### config.mk
export PLATFORM = sky130hd
export DESIGN_NAME = uart_mmio_ctrl_flat
export DESIGN_NICKNAME = d
export VERILOG_FILES = /design/src/rtl/uart_mmio_ctrl_pkg.sv /design/src/rtl/uart_mmio_ctrl_if.sv /design/src/rtl/uart_mmio_ctrl_tx_fifo.sv /design/src/rtl/uart_mmio_ctrl.sv /design/src/flat_wrapper.sv
export SDC_FILE = /design/constraint.sdc
export NUM_CORES = 1
export LEC_CHECK = 0
export ABC_CLOCK_PERIOD_IN_PS = 6300
export CAP_MARGIN = 20
export CORE_UTILIZATION = 52
export CTS_CLUSTER_SIZE = 20
export DETAILED_ROUTE_END_ITERATION = 10
export PLACE_DENSITY = 0.95
export SYNTH_ARGS = -nofsm -noshare
export SYNTH_HDL_FRONTEND = slang
export SYNTH_HIERARCHICAL = 1
export SYNTH_SLANG_ARGS = --single-unit
### constraint.sdc
create_clock -name clk -period 6.3 [get_ports clk]
set_input_delay 0.945 -clock clk [delete_from_list [all_inputs] [get_ports clk]]
set_output_delay 0.945 -clock clk [all_outputs]
set_load 0.05 [all_outputs]
### src/rtl/uart_mmio_ctrl_pkg.sv
// Shared constants for the UART MMIO controller: register offsets, STATUS bit
// positions, TX state encoding and the clocks-per-bit helper.
package uart_ctrl_pkg;

    // Register offsets from BASE_ADDR
    localparam logic [31:0] OFF_TXDATA = 32'h0;
    localparam logic [31:0] OFF_RXDATA = 32'h4;
    localparam logic [31:0] OFF_STATUS = 32'h8;

    // STATUS bit positions
    localparam int unsigned ST_TX_FULL  = 0;
    localparam int unsigned ST_TX_EMPTY = 1;
    localparam int unsigned ST_RX_VALID = 2;
    localparam int unsigned ST_RX_OVR   = 3;
    localparam int unsigned ST_PAR_ERR  = 4;
    localparam int unsigned ST_TX_OVF   = 5;
    localparam int unsigned ST_TX_IE    = 6;
    localparam int unsigned StatusW     = 7;

    // TX state encoding
    typedef logic [1:0] tx_state_t;
    localparam tx_state_t TX_IDLE = 2'd0;
    localparam tx_state_t TX_LOAD = 2'd1;
    localparam tx_state_t TX_WAIT = 2'd2;

    function automatic int unsigned calc_cpb(int unsigned clk_freq, int unsigned baudrate);
        return clk_freq / baudrate;
    endfunction

    // Clocks per bit at the default clock and line rate
    localparam int unsigned CPB = calc_cpb(50000000, 9600);

endpackage

### src/rtl/uart_mmio_ctrl_if.sv
// CPU data-bus view of the UART controller: single-cycle write/read strobes.
interface uart_mmio_ctrl_if;
    logic [31:0] addr;
    logic [31:0] wdata;
    logic        we;
    logic        re;
    logic [31:0] rdata;

    modport master (output addr, output wdata, output we, output re, input rdata);
    modport slave  (input addr, input wdata, input we, input re, output rdata);
endinterface

### src/rtl/uart_mmio_ctrl_tx_fifo.sv
// Circular-buffer TX FIFO. Pointers carry one extra wrap bit to tell full from
// empty; a push into a full FIFO is taken when a pop frees a slot that cycle.
module uart_tx_fifo #(
    parameter int unsigned Depth = 4,
    parameter int unsigned Width = 8
) (
    input  logic             clk,
    input  logic             reset,
    input  logic             push,
    input  logic             pop,
    input  logic [Width-1:0] wdata,
    output logic             full,
    output logic             empty,
    output logic [Width-1:0] head
);
    localparam int unsigned AddrW = $clog2(Depth);

    logic [AddrW:0]   wr_ptr_q;
    logic [AddrW:0]   rd_ptr_q;
    logic [Width-1:0] mem_q [Depth];
    logic             do_push;
    logic             do_pop;

    assign empty   = (wr_ptr_q == rd_ptr_q);
    assign full    = (wr_ptr_q[AddrW] != rd_ptr_q[AddrW]) &&
                     (wr_ptr_q[AddrW-1:0] == rd_ptr_q[AddrW-1:0]);
    assign do_pop  = pop && !empty;
    assign do_push = push && (!full || do_pop);
    assign head    = mem_q[rd_ptr_q[AddrW-1:0]];

    // Pointer update
    always_ff @(posedge clk or negedge reset) begin
        if (!reset) begin
            wr_ptr_q <= '0;
            rd_ptr_q <= '0;
        end else begin
            if (do_push) wr_ptr_q <= wr_ptr_q + 1'b1;
            if (do_pop)  rd_ptr_q <= rd_ptr_q + 1'b1;
        end
    end

    // Storage; contents are don't-care until written
    always_ff @(posedge clk) begin
        if (do_push) mem_q[wr_ptr_q[AddrW-1:0]] <= wdata;
    end
endmodule

### src/rtl/uart_mmio_ctrl.sv
// Memory-mapped UART controller: TX FIFO with frame-spaced Transmit pulses,
// RX byte capture with acknowledge, and TXDATA/RXDATA/STATUS registers.
module uart_mmio_ctrl
    import uart_ctrl_pkg::*;
#(
    parameter int unsigned Nbit       = 8,
    parameter int unsigned baudrate   = 9600,
    parameter int unsigned clk_freq   = 50000000,
    parameter int unsigned FRAME_BITS = 11,
    parameter int unsigned TX_DEPTH   = 4,
    parameter logic [31:0] BASE_ADDR  = 32'h10010028
) (
    input  logic            clk,
    input  logic            reset,
    uart_mmio_ctrl_if.slave bus,
    output logic            irq,
    output logic            Transmit,
    output logic [Nbit-1:0] DataTx,
    output logic            clr_rx_flag,
    input  logic [Nbit-1:0] DataRx,
    input  logic            Rx_flag,
    input  logic            Parity_error
);
    localparam int unsigned Cpb         = calc_cpb(clk_freq, baudrate);
    localparam int unsigned FrameCycles = FRAME_BITS * Cpb;
    localparam int unsigned CntW        = $clog2(FrameCycles + 1);
    localparam logic [CntW-1:0] CntLast = CntW'(FrameCycles - 1);

    logic sel_tx, sel_rx, sel_st;
    logic wr_tx, wr_st, rd_rx;
    logic fifo_full, fifo_empty, tx_pop;
    logic [Nbit-1:0] fifo_head;

    tx_state_t       tx_state_q;
    logic [CntW-1:0] tx_cnt_q;
    logic [Nbit-1:0] data_tx_q;

    logic            rx_armed_q, rx_capture, clr_rx_flag_q;
    logic            rx_valid_q, rx_ovr_q, par_err_q, tx_ovf_q, tx_ie_q;
    logic [Nbit-1:0] rx_byte_q;
    logic            tx_empty;
    logic [StatusW-1:0] status;
    logic            unused_wdata;

    assign sel_tx = (bus.addr == BASE_ADDR + OFF_TXDATA);
    assign sel_rx = (bus.addr == BASE_ADDR + OFF_RXDATA);
    assign sel_st = (bus.addr == BASE_ADDR + OFF_STATUS);
    assign wr_tx  = bus.we && sel_tx;
    assign wr_st  = bus.we && sel_st;
    assign rd_rx  = bus.re && sel_rx;
    assign unused_wdata = ^bus.wdata[31:Nbit];

    uart_tx_fifo #(
        .Depth (TX_DEPTH),
        .Width (Nbit)
    ) u_tx_fifo (
        .clk   (clk),
        .reset (reset),
        .push  (wr_tx),
        .pop   (tx_pop),
        .wdata (bus.wdata[Nbit-1:0]),
        .full  (fifo_full),
        .empty (fifo_empty),
        .head  (fifo_head)
    );

    assign tx_pop   = (tx_state_q == TX_IDLE) && !fifo_empty;
    assign tx_empty = fifo_empty && (tx_state_q == TX_IDLE);
    assign Transmit = (tx_state_q == TX_LOAD);
    assign DataTx   = data_tx_q;

    // TX sequencer; tx_cnt_q counts frame cycles starting at the Transmit cycle
    always_ff @(posedge clk or negedge reset) begin
        if (!reset) begin
            tx_state_q <= TX_IDLE;
            tx_cnt_q   <= '0;
            data_tx_q  <= '0;
        end else begin
            case (tx_state_q)
                TX_IDLE: begin
                    if (!fifo_empty) begin
                        tx_state_q <= TX_LOAD;
                        data_tx_q  <= fifo_head;
                        tx_cnt_q   <= '0;
                    end
                end
                TX_LOAD: begin
                    tx_state_q <= TX_WAIT;
                    tx_cnt_q   <= tx_cnt_q + 1'b1;
                end
                TX_WAIT: begin
                    if (tx_cnt_q == CntLast) tx_state_q <= TX_IDLE;
                    else                     tx_cnt_q   <= tx_cnt_q + 1'b1;
                end
                default: tx_state_q <= TX_IDLE;
            endcase
        end
    end

    // Re-arm only after Rx_flag has been seen low, so one byte is taken once
    assign rx_capture = Rx_flag && rx_armed_q && !clr_rx_flag_q;

    // RX capture, acknowledge and valid flag
    always_ff @(posedge clk or negedge reset) begin
        if (!reset) begin
            rx_armed_q    <= 1'b1;
            clr_rx_flag_q <= 1'b0;
            rx_byte_q     <= '0;
            rx_valid_q    <= 1'b0;
        end else begin
            clr_rx_flag_q <= rx_capture;
            if (rx_capture)    rx_armed_q <= 1'b0;
            else if (!Rx_flag) rx_armed_q <= 1'b1;
            if (rx_capture) begin
                rx_byte_q  <= DataRx;
                rx_valid_q <= 1'b1;
            end else if (rd_rx) begin
                rx_valid_q <= 1'b0;
            end
        end
    end

    assign clr_rx_flag = clr_rx_flag_q;

    // Sticky error bits (set wins over a same-cycle W1C) and interrupt enable
    always_ff @(posedge clk or negedge reset) begin
        if (!reset) begin
            rx_ovr_q  <= 1'b0;
            par_err_q <= 1'b0;
            tx_ovf_q  <= 1'b0;
            tx_ie_q   <= 1'b0;
        end else begin
            rx_ovr_q  <= (rx_capture && rx_valid_q && !rd_rx) ||
                         (rx_ovr_q && !(wr_st && bus.wdata[ST_RX_OVR]));
            par_err_q <= (rx_capture && Parity_error) ||
                         (par_err_q && !(wr_st && bus.wdata[ST_PAR_ERR]));
            tx_ovf_q  <= (wr_tx && fifo_full && !tx_pop) ||
                         (tx_ovf_q && !(wr_st && bus.wdata[ST_TX_OVF]));
            if (wr_st) tx_ie_q <= bus.wdata[ST_TX_IE];
        end
    end

    // STATUS assembly and combinational read mux
    always_comb begin
        status              = '0;
        status[ST_TX_FULL]  = fifo_full;
        status[ST_TX_EMPTY] = tx_empty;
        status[ST_RX_VALID] = rx_valid_q;
        status[ST_RX_OVR]   = rx_ovr_q;
        status[ST_PAR_ERR]  = par_err_q;
        status[ST_TX_OVF]   = tx_ovf_q;
        status[ST_TX_IE]    = tx_ie_q;
        bus.rdata = '0;
        if (sel_rx)      bus.rdata[Nbit-1:0]    = rx_byte_q;
        else if (sel_st) bus.rdata[StatusW-1:0] = status;
    end

    assign irq = rx_valid_q || (tx_empty && tx_ie_q);
endmodule

### src/flat_wrapper.sv
// flat-port wrapper written by rule: the top's interface ports become plain ports
module uart_mmio_ctrl_flat import uart_ctrl_pkg::*;
#(
    parameter int unsigned Nbit       = 8,
    parameter int unsigned baudrate   = 9600,
    parameter int unsigned clk_freq   = 50000000,
    parameter int unsigned FRAME_BITS = 11,
    parameter int unsigned TX_DEPTH   = 4,
    parameter logic [31:0] BASE_ADDR  = 32'h10010028
)
  (clk, reset, irq, Transmit, DataTx, clr_rx_flag, DataRx, Rx_flag, Parity_error, bus_addr, bus_wdata, bus_we, bus_re, bus_rdata);
  uart_mmio_ctrl_if bus_i ();
  input  logic clk;
  input  logic reset;
  output logic irq;
  output logic Transmit;
  output logic [Nbit-1:0] DataTx;
  output logic clr_rx_flag;
  input  logic [Nbit-1:0] DataRx;
  input  logic Rx_flag;
  input  logic Parity_error;
  input wire logic [$bits(bus_i.addr)-1:0] bus_addr;
  input wire logic [$bits(bus_i.wdata)-1:0] bus_wdata;
  input wire logic [$bits(bus_i.we)-1:0] bus_we;
  input wire logic [$bits(bus_i.re)-1:0] bus_re;
  output wire logic [$bits(bus_i.rdata)-1:0] bus_rdata;
  assign bus_i.addr = bus_addr;
  assign bus_i.wdata = bus_wdata;
  assign bus_i.we = bus_we;
  assign bus_i.re = bus_re;
  assign bus_rdata = bus_i.rdata;
  uart_mmio_ctrl #(.Nbit(Nbit), .baudrate(baudrate), .clk_freq(clk_freq), .FRAME_BITS(FRAME_BITS), .TX_DEPTH(TX_DEPTH), .BASE_ADDR(BASE_ADDR)) u_core (.clk(clk), .reset(reset), .bus(bus_i), .irq(irq), .Transmit(Transmit), .DataTx(DataTx), .clr_rx_flag(clr_rx_flag), .DataRx(DataRx), .Rx_flag(Rx_flag), .Parity_error(Parity_error));
endmodule
# After elaboration in Yosys (flattened, before gate mapping)
# Memories as Yosys holds them, arrays and structs flattened. A register that Yosys moved wholly into a read port is not among the register bits.
# Index checks and enable logic that the tools add are counted.
# Widths: inputs -> output; s select.
# word_totals
word_cells	87
memories	1
out_inout_bits	43
reg_bits	39
ramBits	32
in_bits	78
# classes
mux	15
addsub	3
bitwise	1
eq_ne	13
n_reduce_logical	42
# memory_table
memory	depth	width	rd	rd_ports_with_merged_regs	write_ports	line	text
u_core.u_tx_fifo.mem_q	4	8	1	1	1	uart_mmio_ctrl_tx_fifo.sv:20	logic [Width-1:0] mem_q [Depth];
# ops
op	count
$eq 32x29->1 const B	3
$pmux 16 s3	1
$mux 16	2
$logic_and 1x1->1	22
$add 16x1->16 const B	1
$eq 16x16->1 const B	1
$mux 7	2
$logic_not 1->1	9
$mux 1	7
$add 3x1->3 const B	2
$pmux 2 s3	1
$logic_or 1x1->1	5
$mux 2	2
$ne 2x1->1 const B	2
$ne 2x2->1 const B	2
$reduce_and 2->1	2
$eq 3x3->1	1
$reduce_and 3->1	1
$reduce_bool 3->1	1
$eq 2x1->1 const B	1
$eq 2x2->1	1
$eq 2x2->1 const B	1
$logic_not 2->1	1
$reduce_bool 2->1	1
2 further kinds	2

# Logic depth before layout (Yosys ltp)
# depth
word_depth	8
depth_mapped	11

# By module
# Netlist, hierarchy kept.
# by_module_without_submodules
module	seq_area_each_um2	n_inst	area_each_um2	cells_per_inst
uart_mmio_ctrl	1027.2	1	2492.4	259
uart_tx_fifo	1111.1	1	1652.8	96

# Worst setup path before layout
# No wires, ideal clock.
# synth_timing
path_kind	input to output
startpoint	input bus_addr[19]
endpoint	output bus_rdata[0]
arrival_ns	2.476
path_buffers	0
slack_ns	2.879
stages	4
path_cell_list	nor4b_1 nand4_2 nor4_4 a22o_1
# synth_between
elab_chain_len	3
word_cells_on_any_way	4
classes_between	eq/ne: 2; mux: 2
# synth_lines
item	line	text
start: declaration	flat_wrapper.sv:22	input wire logic [$bits(bus_i.addr)-1:0] bus_addr;
$eq 32x29->1	uart_mmio_ctrl.sv:47	assign sel_st = (bus.addr == BASE_ADDR + OFF_STATUS);
$mux 7	uart_mmio_ctrl.sv:155	else if (sel_st) bus.rdata[StatusW-1:0] = status;
$mux 7 (*)	uart_mmio_ctrl.sv:154	if (sel_rx) bus.rdata[Nbit-1:0] = rx_byte_q;
end: declaration	flat_wrapper.sv:26	output wire logic [$bits(bus_i.rdata)-1:0] bus_rdata;
# Mark *: on every way between the ends. The rest lies on a longest branch, timed or not.

# Worst setup path after layout
# layout_timing
startpoint	input bus_addr[8]
endpoint	output bus_rdata[1]
# Same word-level chain as after synthesis.

==> impl_metrics.tcl <==
set metrics [dict create \
    outcome "finished clean" \
    synthCells 355 \
    arrival_ps 3700 \
    antenna_left 0 \
    final_nets 511 \
    clk_latency_ps 350 \
    maxCapViolations 0 \
    criticalPathCategory "input pin to output port" \
    min_from "u_core/rx_armed_q" \
    gr-usage-met1_pct 25.9 \
    final_util_pct 65.2 \
    holdPathEnd "u_core/rx_armed_q" \
    syn_area_sq_mm 0.00415 \
    coreArea_sq_mm 0.00773 \
    synth_seq_cells 79 \
    clkSinkCount 79 \
    wl_per_cell_um 15.8 \
    fmax_mhz 215 \
    grt_pass1_wl_um 13900 \
    multi_input_area_sq_mm 0.00178 \
    synth-main-ff-cell "dfrtp_1" \
    hold_buffers 0 \
    ys_warn_count 6 \
    busiest_layer "met2" \
    htree_num_levels 3 \
    syn_to_final_growth_pct 21.6 \
    worstHoldPathType "flop to flop" \
    cp-start-kind "input pin" \
    worst_pin_slew_ps 859 \
    postCtsSetupBuffers 0 \
    yosysUniqueCellTypes 61 \
    rsz0062_at_grt "false" \
    dp_slack_ps 1660 \
    vias 3043 \
    peakVddDrop_mv 0.111 \
    initial_core_util_pct 53.6 \
    cts_resized 0 \
    timing.reg2reg.setup_slack_ps 2680 \
    cts_tree "yes" \
    period_needed_ps 4650 \
    skew_ps 10.6 \
    layout_commonest_cell "clkdlybuf4s50_1" \
    fillerInstances 544 \
    hold_viol 0 \
    cts-buffers-inserted 9 \
    async_flop_share_pct 59.5 \
    drt_pre_antenna_iters 4 \
    layout_setup_ws_ps 1650 \
    cts_buffer_depth 2 \
    root_buffer "clkbuf_8" \
    synth-edff-count 32 \
    antenna_cells 0 \
    rr_worst_depth 6 \
    required_ps 5350 \
    worstSetupEndpointType "output port" \
    die_h_um 91.3 \
    grt.overflow.total 0 \
    gp_congestion 0.869 \
    ios 121 \
    crit_path_max_fanout 8 \
    clkTransAtPathRegs_ps 80 \
    layout_worst_path_cycle_share_pct 73.8 \
    min_path_cells 2 \
    fp-row-count 32 \
    drc 0 \
    maxSlewHeadroom_pct 42.8 \
    drv_slew 0 \
    die-area_sq_mm 0.00833 \
    die_w_um 91.3 \
    register_area_sq_mm 0.00214 \
    p_per_area_mw_per_mm2 199 \
    final_cell_mix "clkdlybuf4s50_1, nand2_1, dfrtp_1, edfxtp_1, conb_1" \
    port_buffers 72 \
    drt-vias-per-instance 5.73 \
    r2r-start "u_core/u_tx_fifo/rd_ptr_q[0]" \
    drive_gt1_share_pct 12.1 \
    yosysSeqAreaShare_pct 51.6 \
    drt_wl_total_um 8390 \
    setup_tns_ps 0 \
    post-dp-hpwl_um 6040 \
    synth_area_per_cell_sq_um 11.7 \
    grt_use_met2_pct 37.2 \
    drt-initial-drc-count 288 \
    antenna_found_initial 0 \
    leakagePower_uw 0.00196 \
    grt_usage_pct 21.7 \
    grt_max_degree 48 \
    grt_pass1_vias 2981 \
    setup_viol 0 \
    crit-reg2reg-capture "u_core/u_tx_fifo/mem_q[1][4]" \
    grtUsageMet3_pct 4.52 \
]
==> routing by layer <==
metal  vias to the layer above  wire [um]  share of wire, %
li1                       1408          -                 -
met1                      1463       3270                39
met2                       150       4310                51
met3                        22        577               6.9
met4                         0        227               2.7
met5                         -          0                 0
==> synth_stat cells (3+ instances only) <==
cell type / number / area, sq um
or4_1: 3 / 22.5
mux4_2: 8 / 180
a22o_1: 8 / 70.1
inv_1: 17 / 63.8
or2_2: 4 / 25.0
ha_1: 9 / 113
buf_2: 6 / 30.0
nand2b_1: 3 / 18.8
nand3_1: 5 / 25.0
nand3b_1: 6 / 45.0
nor4_1: 9 / 56.3
nand4_1: 4 / 25.0
dfrtp_1: 46 / 1150
clkbuf_1: 5 / 18.8
o221ai_1: 4 / 35.0
nor4b_1: 3 / 26.3
o31ai_1: 10 / 75.1
o41ai_1: 3 / 26.3
nor2_1: 8 / 30.0
nor3_1: 11 / 55.1
o21ai_0: 12 / 60.1
buf_4: 25 / 188
edfxtp_1: 32 / 961
and2_1: 3 / 18.8
mux2_2: 10 / 113
nand2_1: 48 / 180
o211ai_1: 4 / 30.0
==> area by class of cell <==
| class | instances | share of cell area, % |
|---|---|---|
| well taps | 102 | 2.53 |
| flip-flops and latches | 79 | 42.4 |
| repair buffers | 73 | 14.6 |
| multi-input cells | 243 | 35.3 |
| clock inverters | 5 | 1.19 |
| clock buffers | 11 | 2.61 |
| inverters | 18 | 1.34 |
==> cell families (layout without fill, tap and decap cells) <==
family,Yosys count,in the layout,share of synthesized area [%]
multiplexers,22,22,8.18
other,1,24,0.0905
AO/OA/AOI/OAI,61,61,11.9
flip-flops,79,79,51.6
XOR/XNOR,4,4,1.03
buffers and inverters,56,107,7.58
AND/OR/NAND/NOR,123,123,16.9
adder cells (fa/ha/maj),9,9,2.72
==> registers in the layout, indices dropped and copies added (netlist names) <==
register,count
u_core/DataTx,8
u_core/tx_ovf_q,1
u_core/tx_cnt_q,16
u_core/par_err_q,1
u_core/rx_armed_q,1
u_core/tx_state_q,2
u_core/tx_ie_q,1
u_core/u_tx_fifo/mem_q,32
u_core/clr_rx_flag,1
u_core/rx_byte_q,8
u_core/rx_ovr_q,1
u_core/u_tx_fifo/rd_ptr_q,3
u_core/u_tx_fifo/wr_ptr_q,3
u_core/rx_valid_q,1
==> stage by stage <==
step	hold WS [ps]	instance area (sq um)	power [uW]	instances
after detailed placement	452	4830	654	514
after CTS	464	5020	1010	530
after global placement	447	4830	652	514
after global routing	498	5040	1040	531
final	464	5040	1000	531
after floorplan	437	4230	618	378
==> how the worst max path moves through the flow <==
stage / start / endpoint / slack [ps] / cells after the start
6_report: bus_addr[8] / bus_rdata[1] / 1650 / 6
5_1_grt: bus_addr[8] / bus_rdata[4] / 1390 / 6
4_1_cts: bus_addr[7] / bus_rdata[1] / 1640 / 6
3_5_place_dp: bus_addr[7] / bus_rdata[4] / 1660 / 6
3_3_place_gp: bus_addr[7] / bus_rdata[1] / 1710 / 6
2_1_floorplan: bus_addr[19] / bus_rdata[0] / 2880 / 4
==> critical path: stages <==
cell and delay [ps]:
clkdlybuf4s50_1 400, nor4b_1 320, nand4_1 420, nor3_2 560, a22o_1 240, clkdlybuf4s50_1 810
==> power breakdown <==
group	total [uW]	switching, uW	internal, uW
Sequential	551	5.27	546
Combinational	93.4	56.8	36.5
Clock	361	177	184
Power figures use the tool's default switching activity.
